==> src/rtl/fp_addsub_arbiter.sv <==
// Round-robin arbiter sharing one combinational FP add/sub unit between two
// requesters; operands are held for ISSUE_CYCLES before the result is captured.
`timescale 1ns/1ps
module fp_addsub_arbiter #(
    parameter int ISSUE_CYCLES = 1
) (
    input  logic        clk,
    input  logic        rst_n,
    input  logic        req0_valid,
    output logic        req0_ready,
    input  logic [31:0] req0_A,
    input  logic [31:0] req0_B,
    input  logic        req0_sub,
    input  logic        req1_valid,
    output logic        req1_ready,
    input  logic [31:0] req1_A,
    input  logic [31:0] req1_B,
    input  logic        req1_sub,
    output logic        resp0_valid,
    input  logic        resp0_ready,
    output logic        resp1_valid,
    input  logic        resp1_ready,
    output logic [31:0] resp_data,
    output logic [31:0] add_A_o,
    output logic [31:0] add_B_o,
    output logic        add_sel_o,
    input  logic [31:0] add_result_i,
    output logic        busy
);

    typedef enum logic [1:0] {IDLE, ISSUE, RESP} state_t;

    localparam logic [3:0] LAST = 4'(ISSUE_CYCLES - 1);

    state_t      state;
    state_t      state_nx;
    logic        rr_ptr;
    logic        owner;
    logic        grant;
    logic        accept;
    logic        capture;
    logic [3:0]  cnt;
    logic [31:0] op_a;
    logic [31:0] op_b;
    logic        op_sel;
    logic [31:0] result;

    // A lone requester wins outright; contention falls back to rr_ptr.
    always_comb begin
        grant = rr_ptr;
        if (req0_valid && !req1_valid)
            grant = 1'b0;
        else if (req1_valid && !req0_valid)
            grant = 1'b1;
    end

    always_ff @(posedge clk or negedge rst_n) begin
        if (!rst_n)
            state <= IDLE;
        else
            state <= state_nx;
    end

    always_comb begin
        state_nx    = state;
        req0_ready  = 1'b0;
        req1_ready  = 1'b0;
        resp0_valid = 1'b0;
        resp1_valid = 1'b0;
        accept      = 1'b0;
        capture     = 1'b0;
        unique case (state)
            IDLE: begin
                req0_ready = rst_n && !grant && req0_valid;
                req1_ready = rst_n && grant && req1_valid;
                accept     = req0_ready || req1_ready;
                if (accept)
                    state_nx = ISSUE;
            end
            ISSUE: begin
                if (cnt == LAST) begin
                    capture  = 1'b1;
                    state_nx = RESP;
                end
            end
            RESP: begin
                resp0_valid = !owner;
                resp1_valid = owner;
                if (owner ? resp1_ready : resp0_ready)
                    state_nx = IDLE;
            end
            default: state_nx = IDLE;
        endcase
    end

    always_ff @(posedge clk or negedge rst_n) begin
        if (!rst_n) begin
            rr_ptr <= 1'b0;
            owner  <= 1'b0;
            cnt    <= 4'd0;
            op_a   <= 32'd0;
            op_b   <= 32'd0;
            op_sel <= 1'b0;
            result <= 32'd0;
        end else begin
            if (accept) begin
                op_a   <= grant ? req1_A : req0_A;
                op_b   <= grant ? req1_B : req0_B;
                op_sel <= grant ? req1_sub : req0_sub;
                owner  <= grant;
                rr_ptr <= !grant;
                cnt    <= 4'd0;
            end else if (state == ISSUE) begin
                cnt <= cnt + 4'd1;
            end
            if (capture)
                result <= add_result_i;
        end
    end

    assign add_A_o   = op_a;
    assign add_B_o   = op_b;
    assign add_sel_o = op_sel;
    assign resp_data = result;
    assign busy      = (state != IDLE);

endmodule

==> config.mk <==
export PLATFORM = sky130hd
export DESIGN_NAME = fp_addsub_arbiter
export DESIGN_NICKNAME = d
export VERILOG_FILES = /design/src/rtl/fp_addsub_arbiter.sv
export SDC_FILE = /design/constraint.sdc
export NUM_CORES = 1
export LEC_CHECK = 0
export CAP_MARGIN = 15
export CORE_MARGIN = 5
export CORE_UTILIZATION = 39
export DETAILED_ROUTE_END_ITERATION = 8
export PLACE_DENSITY = 0.93
export SLEW_MARGIN = 0
export SYNTH_ARGS = -nofsm -noshare
export SYNTH_HDL_FRONTEND = slang
export SYNTH_SLANG_ARGS = --single-unit
==> constraint.sdc <==
create_clock -name clk -period 2.3 [get_ports clk]
set_input_delay 0.575 -clock clk [delete_from_list [all_inputs] [get_ports clk]]
set_output_delay 0.575 -clock clk [all_outputs]
set_load 0.05 [all_outputs]
==> impl_metrics.yaml <==
outcome:
  status: "completed"
yosys:
  yosysWarnings: 0
  synth_edf_count: 0
  synth_seq_cells: 105
  synth-seq-area-share_pct: 55.44
  synth_fp_nets: 582
  synth_flop_cell: "dfrtp_1"
  synthArstFlopShare_pct: 100.0
  syn_inst: 412
  synth.distinct_cells: 30
  postSynthAreaPerCell_sq_um: 11.50
  netlist_area_sq_um: 4740
placement:
  dp_slack_ns: -0.08002
  gp_congestion: 0.8587
  place_area_sq_um: 7556
  place_inst: 797
  dp_hpwl_um: 11950
  portBuffers: 269
clocking:
  cts_root_buf: "clkbuf_16"
  clock_sink_count: 105
  cts_buffers: 9
  insertion_delay_ns: 0.35
  cts_max_level: 3
  cts.clk_slew.worst_paths_ns: 0.07
  clk_path_buf_depth: 2
  postCtsHoldBufs: 0
  cts_tree: "done"
grt:
  track_usage_pct: 22.70
  grt_pass1_vias: 5078
  grt_pass1_wl_um: 26170
  grt_max_degree: 69
  overflow: 0
  antenna_found_initial: 0
routing:
  drtAntennaViolNets: 0
  wire_per_inst_um: 20.23
  vias: 4549
  route.met3.wl_um: 1397
  drt_iter0_drc: 310
  top_layer_used: "met4"
  wl_met2_um: 8521
  drc: 0
  viasPerCell: 5.595
  m1WireLength_um: 5804
  dr.pass1.iters: 4
  wl_um: 16450
pwr:
  total_power_mw: 11.92
  leakagePower_nw: 3.218
  vdd_ir_drop_max_v: 0.0008032
  pwr_density_cell_nw_per_um2: 1520
setup_path:
  reg2reg_slack_ns: 0.24
  rr_endpoint: "add_B_o[3]"
  r2r_start: "state[1]"
  cp_data_arrival_time_ns: 1.67
  setup.worst_path.class: "register to output pin"
  path_max_fanout: 7
  cp-start-kind: "register"
  endpoint_kind: "output pin"
  r2r_cells: 4
  crit_required_ns: 1.73
sta:
  layout_setup_ws_ns: 0.05147
  rsz0062_at_grt: "false"
  timing_hold_violations_final: 0
  fin_tns_setup_ns: 0
  min_period_ns: 2.249
  setup_viol: 0
  final_max_slew_viol_count: 0
  clock_skew_ns: 0.009531
  maxSlewHeadroom_pct: 44.68
  fin_crit_sh_pct: 97.76
  tightestPinTransition_ns: 0.8298
  max_freq_mhz: 444.7
floorplan:
  die_height_um: 120.2
  row_count: 40
  core_sq_um: 11960
  die_area_sq_um: 14460
  die_w_um: 120.2
  start_util_pct: 39.62
  num_io_pins: 270
final_layout:
  ff_latch_area_sq_um: 2629
  multiInputGateArea_sq_um: 1919
  final_area_sq_um: 7841
  area_growth_pct: 65.44
  stdcell_count: 813
  num_antenna_cells: 0
  fillers: 916
  drive_gt1_share_pct: 13.51
  finalNetCount: 831
hold_path:
  hp-class: "input port to async pin"
flow_run:
  drv_cap: 0
critical path, stage by stage (launching register included):
cell	delay [ns]
dfrtp_2	0.45
or3b_4	0.44
nor3b_4	0.25
buf_12	0.17
stage by stage:
step	utilization [%]	hold WS, ns
after floorplan	-	0.2794
after global placement	63.17	0.4868
after detailed placement	63.17	0.4915
after CTS	65.54	0.3429
after global routing	65.55	0.3650
final	65.55	0.3266
sequential cells by signal, indices dropped and copies added (netlist names):
signal and cells:
resp_data 32, state 2, owner 1, rr_ptr 1
add_A_o 32, add_B_o 32, cnt 4, add_sel_o 1
worst max-delay path by stage:
stage                    start  cells past startpoint           to  slack (ns)
floorplan                rst_n                      5   req1_ready       -0.08
global placement    req0_valid                      4  add_B_o[26]        0.03
detailed placement  req0_valid                      4   add_B_o[3]       -0.08
CTS                   state[1]                      3   req1_ready        0.03
global route          state[1]                      3   req1_ready       0.001
finish                state[1]                      3   req1_ready        0.05
layer usage:
metal,global-route usage (%),up-vias
li1,-,2027
met1,25.01,2221
met2,39.97,245
met3,6.221,56
met4,11.83,0
met5,0,-
timing repair:
action / 4_1_cts / 5_1_grt
buffers inserted: 0 / 0
endpoints found under the setup margin: 0 / 1
resized for setup: 0 / 1
synthesized netlist by cell type, types with 3 or more instances:
cell type / instances / area [sq um]
dfrtp_1: 105 / 2628
clkbuf_1: 18 / 67.56
nor2_1: 5 / 18.77
nand2_1: 69 / 259.0
buf_6: 3 / 33.78
buf_4: 3 / 22.52
buf_2: 15 / 75.07
nor3_1: 48 / 240.2
inv_1: 4 / 15.01
nor3_2: 17 / 170.2
mux2_2: 33 / 371.6
o21ai_0: 3 / 15.01
a221o_1: 65 / 650.6
layout by cell type, fill, tap and decap left out:
| master | instances |
|---|---|
| clkdlybuf4s50_1 | 262 |
| dfrtp_1 | 104 |
| nand2_1 | 69 |
| a221o_1 | 65 |
| nor3_1 | 48 |
| mux2_2 | 33 |
| nor3_2 | 17 |
| buf_4 | 11 |
| clkbuf_16 | 9 |
| nor2_1 | 5 |
| buf_12 | 5 |
| inv_1 | 4 |
| inv_6 | 4 |
| o21ai_0 | 3 |
| nand2b_1 | 2 |
| nor3b_1 | 2 |
| xor2_1 | 2 |
| a21oi_1 | 2 |
| ha_1 | 2 |
| clkinvlp_4 | 2 |
| or2_2 | 1 |
| nor2b_4 | 1 |
| or3b_4 | 1 |
| nor3b_4 | 1 |
| and3_2 | 1 |
| o21ai_4 | 1 |
| nor2b_1 | 1 |
| nand3b_1 | 1 |
| o31ai_1 | 1 |
| o211ai_1 | 1 |
| nand3_1 | 1 |
| o22ai_1 | 1 |
| clkinv_4 | 1 |
| buf_2 | 1 |
| dfrtp_2 | 1 |
power by group:
group	switching, mW	internal, mW	total (mW)	leakage [nW]
Sequential	0.576	2.74	3.31	1.28
Combinational	4.46	2.66	7.12	1.80
Clock	0.738	0.752	1.49	0.133
layout make-up:
| class | count | share of cell area, % |
|---|---|---|
| multi-input cells | 262 | 24.48 |
| repair buffers | 279 | 35.84 |
| clock inverters | 7 | 0.7500 |
| clock buffers | 9 | 2.872 |
| well taps | 147 | 2.346 |
| flip-flops and latches | 105 | 33.52 |
| inverters | 4 | 0.1915 |
cells by family after synthesis:
logic type / share of synthesized area [%]
AND/OR/NAND/NOR: 16.34
multiplexers: 7.841
adder cells (fa/ha/maj): 0.5279
XOR/XNOR: 0.3697
flip-flops: 55.44
buffers and inverters: 4.672
AO/OA/AOI/OAI: 14.81
(Power assumes the default switching activity.)
